==> src/rtl/aes_link_rx_pkg.sv <==
// rtl/aes_link_rx_pkg.sv - shared constants, FSM encoding and timing derivations for the AES link receiver
package aes_link_rx_pkg;

    localparam int AES_LINK_BYTES = 16;

    typedef enum logic {
        ST_IDLE = 1'b0,
        ST_RECV = 1'b1
    } rx_state_e;

    function automatic int byte_period(input int clk_freq, input int tx_freq);
        return clk_freq / tx_freq;
    endfunction

    function automatic int timeout_cyc(input int timeout_bytes, input int period);
        return timeout_bytes * period;
    endfunction

endpackage

==> src/rtl/aes_link_timeout.sv <==
// rtl/aes_link_timeout.sv - idle counter that pulses when a receive stalls for TIMEOUT_CYC cycles
module aes_link_timeout #(
    parameter int TIMEOUT_CYC = 28
) (
    input  logic clk,
    input  logic rst_n,
    input  logic restart_i,
    input  logic enable_i,
    output logic timeout_o
);

    localparam int CW = (TIMEOUT_CYC > 2) ? $clog2(TIMEOUT_CYC) : 1;
    localparam logic [CW-1:0] LAST = CW'(TIMEOUT_CYC - 1);

    logic [CW-1:0] cnt_q;
    logic [CW-1:0] cnt_d;
    logic          at_last;

    assign at_last   = (cnt_q == LAST);
    // A restart in the terminal cycle means a byte arrived just in time.
    assign timeout_o = enable_i & ~restart_i & at_last;

    always_comb begin
        cnt_d = cnt_q;
        if (!enable_i || restart_i || at_last) begin
            cnt_d = '0;
        end else begin
            cnt_d = cnt_q + CW'(1);
        end
    end

    always_ff @(posedge clk) begin
        if (!rst_n) begin
            cnt_q <= '0;
        end else begin
            cnt_q <= cnt_d;
        end
    end

endmodule

==> src/rtl/aes_link_rx.sv <==
// rtl/aes_link_rx.sv - captures strobed link bytes, assembles 128-bit blocks and presents them on valid/ready
import aes_link_rx_pkg::*;

module aes_link_rx #(
    parameter int CLK_FREQ      = 50_000_000,
    parameter int AES_TX_FREQ   = 7_000_000,
    parameter int TIMEOUT_BYTES = 4
) (
    input  logic         clk,
    input  logic         rst_n,
    input  logic [8:0]   aes_rx,
    output logic [127:0] block,
    output logic         block_valid,
    input  logic         block_ready,
    output logic [31:0]  block_cnt,
    output logic         overrun,
    output logic         timeout_err,
    input  logic         clr_status
);

    localparam int BYTE_PERIOD = byte_period(CLK_FREQ, AES_TX_FREQ);
    localparam int TIMEOUT_CYC = timeout_cyc(TIMEOUT_BYTES, BYTE_PERIOD);
    localparam logic [3:0] LAST_BYTE = 4'(AES_LINK_BYTES - 1);

    logic [8:0]   aes_q;
    logic         prev8_q;
    logic         take;
    logic         tmo;

    rx_state_e    state_q, state_d;
    logic [3:0]   byte_cnt_q, byte_cnt_d;
    logic [127:0] shift_q, shift_d;
    logic         done_d, done_q;
    logic         cmpl_q;
    logic         tmo_set;

    logic [127:0] block_q, block_d;
    logic         block_valid_q, block_valid_d;
    logic [31:0]  block_cnt_q, block_cnt_d;
    logic         overrun_q, overrun_d;
    logic         timeout_err_q, timeout_err_d;
    logic         out_free;
    logic         write;
    logic         drop;

    assign take = aes_q[8] & ~prev8_q;

    aes_link_timeout #(
        .TIMEOUT_CYC (TIMEOUT_CYC)
    ) u_timeout (
        .clk       (clk),
        .rst_n     (rst_n),
        .restart_i (take),
        .enable_i  (state_q == ST_RECV),
        .timeout_o (tmo)
    );

    always_comb begin
        state_d    = state_q;
        byte_cnt_d = byte_cnt_q;
        shift_d    = shift_q;
        done_d     = 1'b0;
        tmo_set    = 1'b0;
        if (take) begin
            shift_d    = {shift_q[119:0], aes_q[7:0]};
            byte_cnt_d = byte_cnt_q + 4'd1;
        end
        case (state_q)
            ST_IDLE: begin
                if (take) begin
                    state_d = ST_RECV;
                end
            end
            ST_RECV: begin
                // byte_cnt wraps to zero naturally on the sixteenth byte.
                if (take && (byte_cnt_q == LAST_BYTE)) begin
                    state_d = ST_IDLE;
                    done_d  = 1'b1;
                end else if (tmo) begin
                    state_d    = ST_IDLE;
                    byte_cnt_d = 4'd0;
                    tmo_set    = 1'b1;
                end
            end
            default: begin
                state_d    = ST_IDLE;
                byte_cnt_d = 4'd0;
            end
        endcase
    end

    // shift_q holds the finished block until the write edge; the next byte cannot land earlier.
    assign out_free = ~block_valid_q | block_ready;
    assign write    = cmpl_q & out_free;
    assign drop     = cmpl_q & ~out_free;

    always_comb begin
        block_d       = block_q;
        block_valid_d = block_valid_q;
        block_cnt_d   = block_cnt_q;
        overrun_d     = overrun_q;
        timeout_err_d = timeout_err_q;
        if (write) begin
            block_d       = shift_q;
            block_valid_d = 1'b1;
            block_cnt_d   = block_cnt_q + 32'd1;
        end else if (block_valid_q && block_ready) begin
            block_valid_d = 1'b0;
        end
        if (clr_status) begin
            overrun_d     = 1'b0;
            timeout_err_d = 1'b0;
        end else begin
            if (drop) begin
                overrun_d = 1'b1;
            end
            if (tmo_set) begin
                timeout_err_d = 1'b1;
            end
        end
    end

    always_ff @(posedge clk) begin
        if (!rst_n) begin
            aes_q         <= '0;
            prev8_q       <= 1'b0;
            state_q       <= ST_IDLE;
            byte_cnt_q    <= '0;
            shift_q       <= '0;
            done_q        <= 1'b0;
            cmpl_q        <= 1'b0;
            block_q       <= '0;
            block_valid_q <= 1'b0;
            block_cnt_q   <= '0;
            overrun_q     <= 1'b0;
            timeout_err_q <= 1'b0;
        end else begin
            aes_q         <= aes_rx;
            prev8_q       <= aes_q[8];
            state_q       <= state_d;
            byte_cnt_q    <= byte_cnt_d;
            shift_q       <= shift_d;
            done_q        <= done_d;
            cmpl_q        <= done_q;
            block_q       <= block_d;
            block_valid_q <= block_valid_d;
            block_cnt_q   <= block_cnt_d;
            overrun_q     <= overrun_d;
            timeout_err_q <= timeout_err_d;
        end
    end

    assign block       = block_q;
    assign block_valid = block_valid_q;
    assign block_cnt   = block_cnt_q;
    assign overrun     = overrun_q;
    assign timeout_err = timeout_err_q;

endmodule

==> config.mk <==
export PLATFORM = sky130hd
export DESIGN_NAME = aes_link_rx
export DESIGN_NICKNAME = d
export VERILOG_FILES = /design/src/rtl/aes_link_rx_pkg.sv /design/src/rtl/aes_link_timeout.sv /design/src/rtl/aes_link_rx.sv
export SDC_FILE = /design/constraint.sdc
export NUM_CORES = 1
export LEC_CHECK = 0
export BUFFER_PORTS_ARGS = -buffer_cell sky130_fd_sc_hd__buf_2
export CAP_MARGIN = 20
export CORE_ASPECT_RATIO = 1.75
export CORE_MARGIN = 1
export CORE_UTILIZATION = 50
export DETAILED_ROUTE_END_ITERATION = 12
export PLACE_DENSITY = 0.75
export SLEW_MARGIN = 20
export SYNTH_ARGS = -nofsm -noshare
export SYNTH_HDL_FRONTEND = slang
export SYNTH_HIERARCHICAL = 1
export SYNTH_SLANG_ARGS = --single-unit
==> constraint.sdc <==
create_clock -name clk -period 1.73 [get_ports clk]
set_input_delay 0.173 -clock clk [delete_from_list [all_inputs] [get_ports clk]]
set_output_delay 0.173 -clock clk [all_outputs]
set_load 0.1 [all_outputs]
==> metrics.txt, run 1 <==
clk_skew=0.0126 ns; ranking of synthesized cells by area=dfxtp_1 (56%), nand2_1 (18%), a21oi_1 (12%), clkbuf_1 (2.1%), buf_2 (1.1%); Slew HR=57.2%; DP Area=0.0125 mm2; combinational share of power=2.5%; Post-Syn Area=0.0112 mm2; part of the cycle the worst path needs=95.0%; largest net degree at the start of global routing=131; Yosys cell types=46; Max IR drop VDD=760 uV; startpoint types=register; Flop pwr share=51.7%; CTS Buf Count=27; CP max stage cell=or4_1; share of layout cells above drive strength 1=19.0%; drt drc=0; top cell type's share of synthesized area=55.7%; 1st-iter DRT viols=748; fill cell count=1958; register area=0.00636 mm2; Switch Pwr=2.93 mW; initial antenna violation count=0; crit-path max cell delay=0.49 ns; Buffers on Ports=175; clk_lat worst skew=0.54 ns; Fin Setup TNS=0 ns; synthesized instance count=1391; worst setup margin=0.0871 ns; CTS tree=yes; CP Max Fanout=6; die area=0.0231 mm2; first-pass GRT wire length=43000 um; Min Clock Period, post-route=1.64 ns; sw frac=21.0%; Fin. Hold Viols=0; drt first pass iters=5; max-cap viol count=0; post-layout util=61.8%; row count=72; asr flop ratio synth=0%; num ports=176; WP data arrival=2.11 ns; worst setup path category=reg2reg; clk slew on worst S/H paths=0.06 ns; synthesis-to-finish area growth=21.2%; unrepaired setup endpoints after global routing=false; die width=115 um; Via density=5.16; Pleak=5.06 nW; Cell Int Power=11.0 mW; die span in y=200 um; HPWL Detailed=17300 um; DR vias=9554; Achievable Freq=609 MHz; max-slew violation total from the final report=0; gr usage total=23.0%; worst path cell trace=and4_1, nand4_1, or4_1, a21oi_1; vias in the first global route=8815; clk sink count=313; CP Capture Type=register; syn_nets=1407; leading area contributor after synthesis=dfxtp_1; Setup WS pre-CTS=0.0616 ns; CTS root buf=clkbuf_16; Antenna Nets Post-Route=0; final net count=1550; Setup Viol. Count Final=0; post-route cell area=0.0136 mm2; Worst-Margin Slew=0.642 ns; area occupied by multi-input gates=0.00454 mm2; flops & latches, synth=313; initial core utilization=50.9%; Synth Flop Type=dfxtp_1; WL final=26600 um; Syn Area/Cell=8.08 um2; Clock power frac=45.9%; antenna fix cells=0; aggregate global routing overflow=0; core area=0.0221 mm2; YS warnings=6; post-synthesis sequential area ratio=55.7%; Crit path required time=2.20 ns; Final Wtd Congestion=0.825; mean routed wirelength per cell=14.4 um; Hold Crit Class=in2reg; status=finished, final reports clean; clock tree buffer depth=3; Post-synth EDFFs=0; Power per Cell Area=1020 mW/mm2; H-tree levels=1
==> timing repair <==
item | 4_1_cts | 5_1_grt
setup buffers | 0 | 1
hold buffers | 12 | 0
setup endpoints to repair | 0 | 10
endpoints found under the hold margin | 12 | 0
gates resized for setup | 0 | 3
==> per-stage QoR <==
stage / hold slack, ns / std cells / power, mW
floorplan: 0.300 / 1391 / 7.60
global placement: 0.382 / 1788 / 7.70
finish: 0.0916 / 1851 / 14.0
detailed placement: 0.386 / 1788 / 7.70
CTS: 0.0804 / 1850 / 14.1
global route: 0.0992 / 1851 / 14.4
==> path summary, 6_finish.rpt <==
check / from / to / slack [ns] / depth (start not counted)
worst max-delay path: block_cnt[9] / block_cnt[22] / 0.09 / 4
worst min-delay path: rst_n / block_valid / 0.09 / 3
worst max register to register: block_cnt[9] / block_cnt[22] / 0.09 / 4
worst min register to register: aes_q[6] / shift_q[6] / 0.43 / 2
==> worst max-delay path, delay by kind of cell, from the launching register on <==
kind,cells,cell delay (ns)
compound gates,1,0.14
simple gates,3,1.06
flops,1,0.36
==> final cells by class <==
cell class                      count  share of cell area (%)
Multi-Input combinational cell    973                    33.3
Timing Repair Buffer              213                    10.1
Clock buffer                       38                    5.70
Tap cell                          296                    2.72
Inverter                            6                   0.239
Clock inverter                     12                    1.24
Sequential cell                   313                    46.6
==> sequential cells by signal (all words and copies together) (netlist names) <==
signal and cells:
overrun 1, state_q 1, block_cnt 32, done_q 1
u_timeout/cnt_q 5, prev8_q 1, cmpl_q 1, block 128
timeout_err 1, shift_q 128, block_valid 1, byte_cnt_q 4
aes_q 9
==> synth_stat cells, types with 2 or more instances <==
cell type and instances:
nor2_1 15, ha_1 3, nand2b_1 14, or3_1 8, buf_6 4, a21oi_1 275
buf_1 5, o21ai_0 10, or4_1 6, xor2_1 4, nand4_1 12, o31ai_1 6
and2_1 15, dfxtp_1 313, inv_2 2, xnor2_1 6, nor4_1 9, mux2i_1 10
buf_2 24, inv_1 4, and3_1 5, nand4b_1 2, and4_1 6, clkbuf_1 62
nand2_1 540, nand3_1 11
==> routing by layer <==
metal | global-route usage [%] | wire length, um | share of wire [%]
met2 | 41.1 | 13800 | 52
met5 | 0 | 0 | 0
met3 | 3.18 | 1090 | 4.1
met4 | 9.79 | 975 | 3.7
met1 | 26.8 | 10800 | 40
==> kinds of logic (layout without fill, tap and decap cells) <==
family                     count (synthesis)  in the layout  share of synthesized area, %
buffers and inverters                    105            269                          4.22
xor gates and xnor gates                  10             10                         0.779
DFF                                      313            313                          55.7
adders and majority gates                  3              3                         0.334
muxes                                     10             10                         0.891
and+or+nand+nor                          655            655                          24.6
AOI/OAI and AO/OA                        295            295                          13.4
==> cell usage in the layout (no fill, tap or decap), drive strengths merged, types with 4 or more instances in the layout <==
master	instances
nor4	10
and2	15
a21oi	275
xor2	4
and3	5
nand2	541
bufinv	4
o31ai	6
dfxtp	313
dlygate4sd3	12
clkbuf	38
mux2i	10
nor2	15
o21ai	10
or4	6
xnor2	6
nand2b	15
clkinv	4
or3	9
buf	201
inv	9
and4	7
nand3	12
nand4	13
==> power groups by stage <==
stage	combinational (mW)	sequential [mW]	clock, mW
finish	0.344	7.21	6.40
global route	0.377	7.21	6.82
CTS	0.346	7.21	6.52
detailed placement	0.326	7.38	0
global placement	0.324	7.38	0
floorplan	0.225	7.37	0
Note: power is estimated with default switching activity, not from simulation.
==> run 2, diff against run 1 <==
--- a/config.mk
+++ b/config.mk
@@ -7,7 +7,7 @@
 export LEC_CHECK = 0
 export BUFFER_PORTS_ARGS = -buffer_cell sky130_fd_sc_hd__buf_2
 export CAP_MARGIN = 20
-export CORE_ASPECT_RATIO = 1.75
+export CORE_ASPECT_RATIO = 2
 export CORE_MARGIN = 1
 export CORE_UTILIZATION = 50
 export DETAILED_ROUTE_END_ITERATION = 12
==> metrics.txt, run 2 (synthesis results as in run 1) <==
DR vias=9602; Power per Cell Area=1020 mW/mm2; part of the cycle the worst path needs=99.2%; Hold Crit Class=in2reg; share of layout cells above drive strength 1=18.9%; Crit path required time=2.20 ns; H-tree levels=1; worst path cell trace=and4_2, nand4_1, nor4_2, buf_4, mux2i_1; worst setup path endpoint=block_cnt[29]; initial core utilization=50.9%; CP Capture Type=register; Fin Setup TNS=0 ns; Setup Viol. Count Final=0; crit-path max cell delay=0.40 ns; clock tree buffer depth=3; drt drc=0; synthesis-to-finish area growth=20.5%; Cell Int Power=10.9 mW; CP startpoint=block_cnt[9]; Flop pwr share=52.1%; Fin. Hold Viols=0; aggregate global routing overflow=0; FF-to-FF End=block_cnt[29]; Final Wtd Congestion=0.823; row count=77; startpoint types=register; most common cell after layout, fill and taps aside=nand2_1; clk sink count=313; Met1 Wirelength=10500 um; 1st-iter DRT viols=584; worst path buffer plus inverter count=1; Slew HR=57.4%; CTS tree=yes; first-pass GRT wire length=43700 um; mean routed wirelength per cell=14.9 um; CP top delay family=simple AND/OR/NAND/NOR gates; drt first pass iters=5; HPWL Detailed=17700 um; status=finished, final reports clean; commonest non-fill, non-tap cells in the layout=nand2_1 (539), dfxtp_1 (282), a21oi_1 (275); clk slew on worst S/H paths=0.07 ns; Switch Pwr=2.93 mW; Antenna Nets Post-Route=0; WL final=27300 um; Final Power=13.8 mW; clk_lat worst skew=0.54 ns; largest net degree at the start of global routing=131; combinational share of power=2.5%; Clock power frac=45.4%; reg-to-reg startpoint=block_cnt[9]; gr usage total=23.3%; WP data arrival=2.18 ns; core area=0.0221 mm2; worst reg2reg path depth=5; hold slack=0.0763 ns; final net count=1548; post-route cell area=0.0135 mm2; die span in y=214 um; antenna fix cells=0; clk_skew=0.0134 ns; CTS root buf=clkbuf_16; Max IR drop VDD=1080 uV; area occupied by multi-input gates=0.00456 mm2; initial antenna violation count=0; worst setup path category=reg2reg; Buffers on Ports=175; CTS Buf Count=27; CP Max Fanout=6; vias in the first global route=9144; sw frac=21.2%; Achievable Freq=583 MHz; Worst-Margin Slew=0.639 ns; Pleak=5.03 nW; Levels on crit path=5; max-cap viol count=0; metal3 WL=882 um; DP Area=0.0125 mm2; Top Metal Used=met4; register area=0.00636 mm2; num ports=176; Via density=5.25; Post-Place Cells=1766; final std cells w/o fill=1828; fill cell count=1975; internal reg-to-reg setup slack=0.01 ns; max-slew violation total from the final report=0; die width=108 um; die area=0.0231 mm2; Min Clock Period, post-route=1.72 ns; met2 wire len=14600 um; unrepaired setup endpoints after global routing=false; CP max stage cell=nor4_2
## run 2: worst register-to-register path, stage by stage (launching register included)
cell     delay, ns
dfxtp_4       0.37
and4_2        0.34
nand4_1       0.19
nor4_2        0.40
buf_4         0.19
mux2i_1       0.16
## run 2: what timing repair did
item / CTS / global route
buffers inserted: 0 / 1
hold buffers: 12 / 0
endpoints found under the hold margin: 12 / 0
endpoints found under the setup margin: 0 / 10
resized for setup: 0 / 6
## run 2: power groups by stage
stage	Combinational (mW)	Sequential (mW)	Clock (mW)
floorplan	0.225	7.37	0
global placement	0.323	7.38	0
detailed placement	0.324	7.38	0
CTS	0.345	7.21	6.43
global route	0.374	7.21	6.64
finish	0.343	7.21	6.28
## run 2: metal layers
layer | vias up | GRT usage, %
met5 | - | 0
met4 | 0 | 11.5
met3 | 66 | 2.25
met2 | 209 | 42.9
met1 | 4495 | 25.9
li1 | 4832 | -
## run 2: layout make-up
class	count	area share, %
inverters	6	0.240
well taps	276	2.55
multi-input cells	973	33.6
clock inverters	11	1.10
repair buffers	211	9.82
flip-flops and latches	313	46.9
clock buffers	38	5.74
## run 2: worst min path at each step
stage               startpoint      endpoint  slack, ns  cells after the start
finish                   rst_n  block_cnt[3]       0.08                      3
global route             rst_n  block_cnt[2]        0.1                      3
CTS                      rst_n  block_cnt[2]       0.08                      3
detailed placement   aes_rx[0]      aes_q[0]       0.39                      2
global placement     aes_rx[5]      aes_q[5]       0.39                      2
floorplan            aes_rx[0]      aes_q[0]       0.30                      1
## run 2: stage by stage
| step | utilization [%] | setup WS [ns] |
|---|---|---|
| 5_1_grt | 61.4 | 0.00570 |
| 4_1_cts | 61.3 | 0.0180 |
| 3_3_place_gp | 56.5 | 0.0744 |
| 3_5_place_dp | 56.5 | 0.0395 |
| 6_report | 61.4 | 0.0138 |
| 2_1_floorplan | - | -0.00313 |
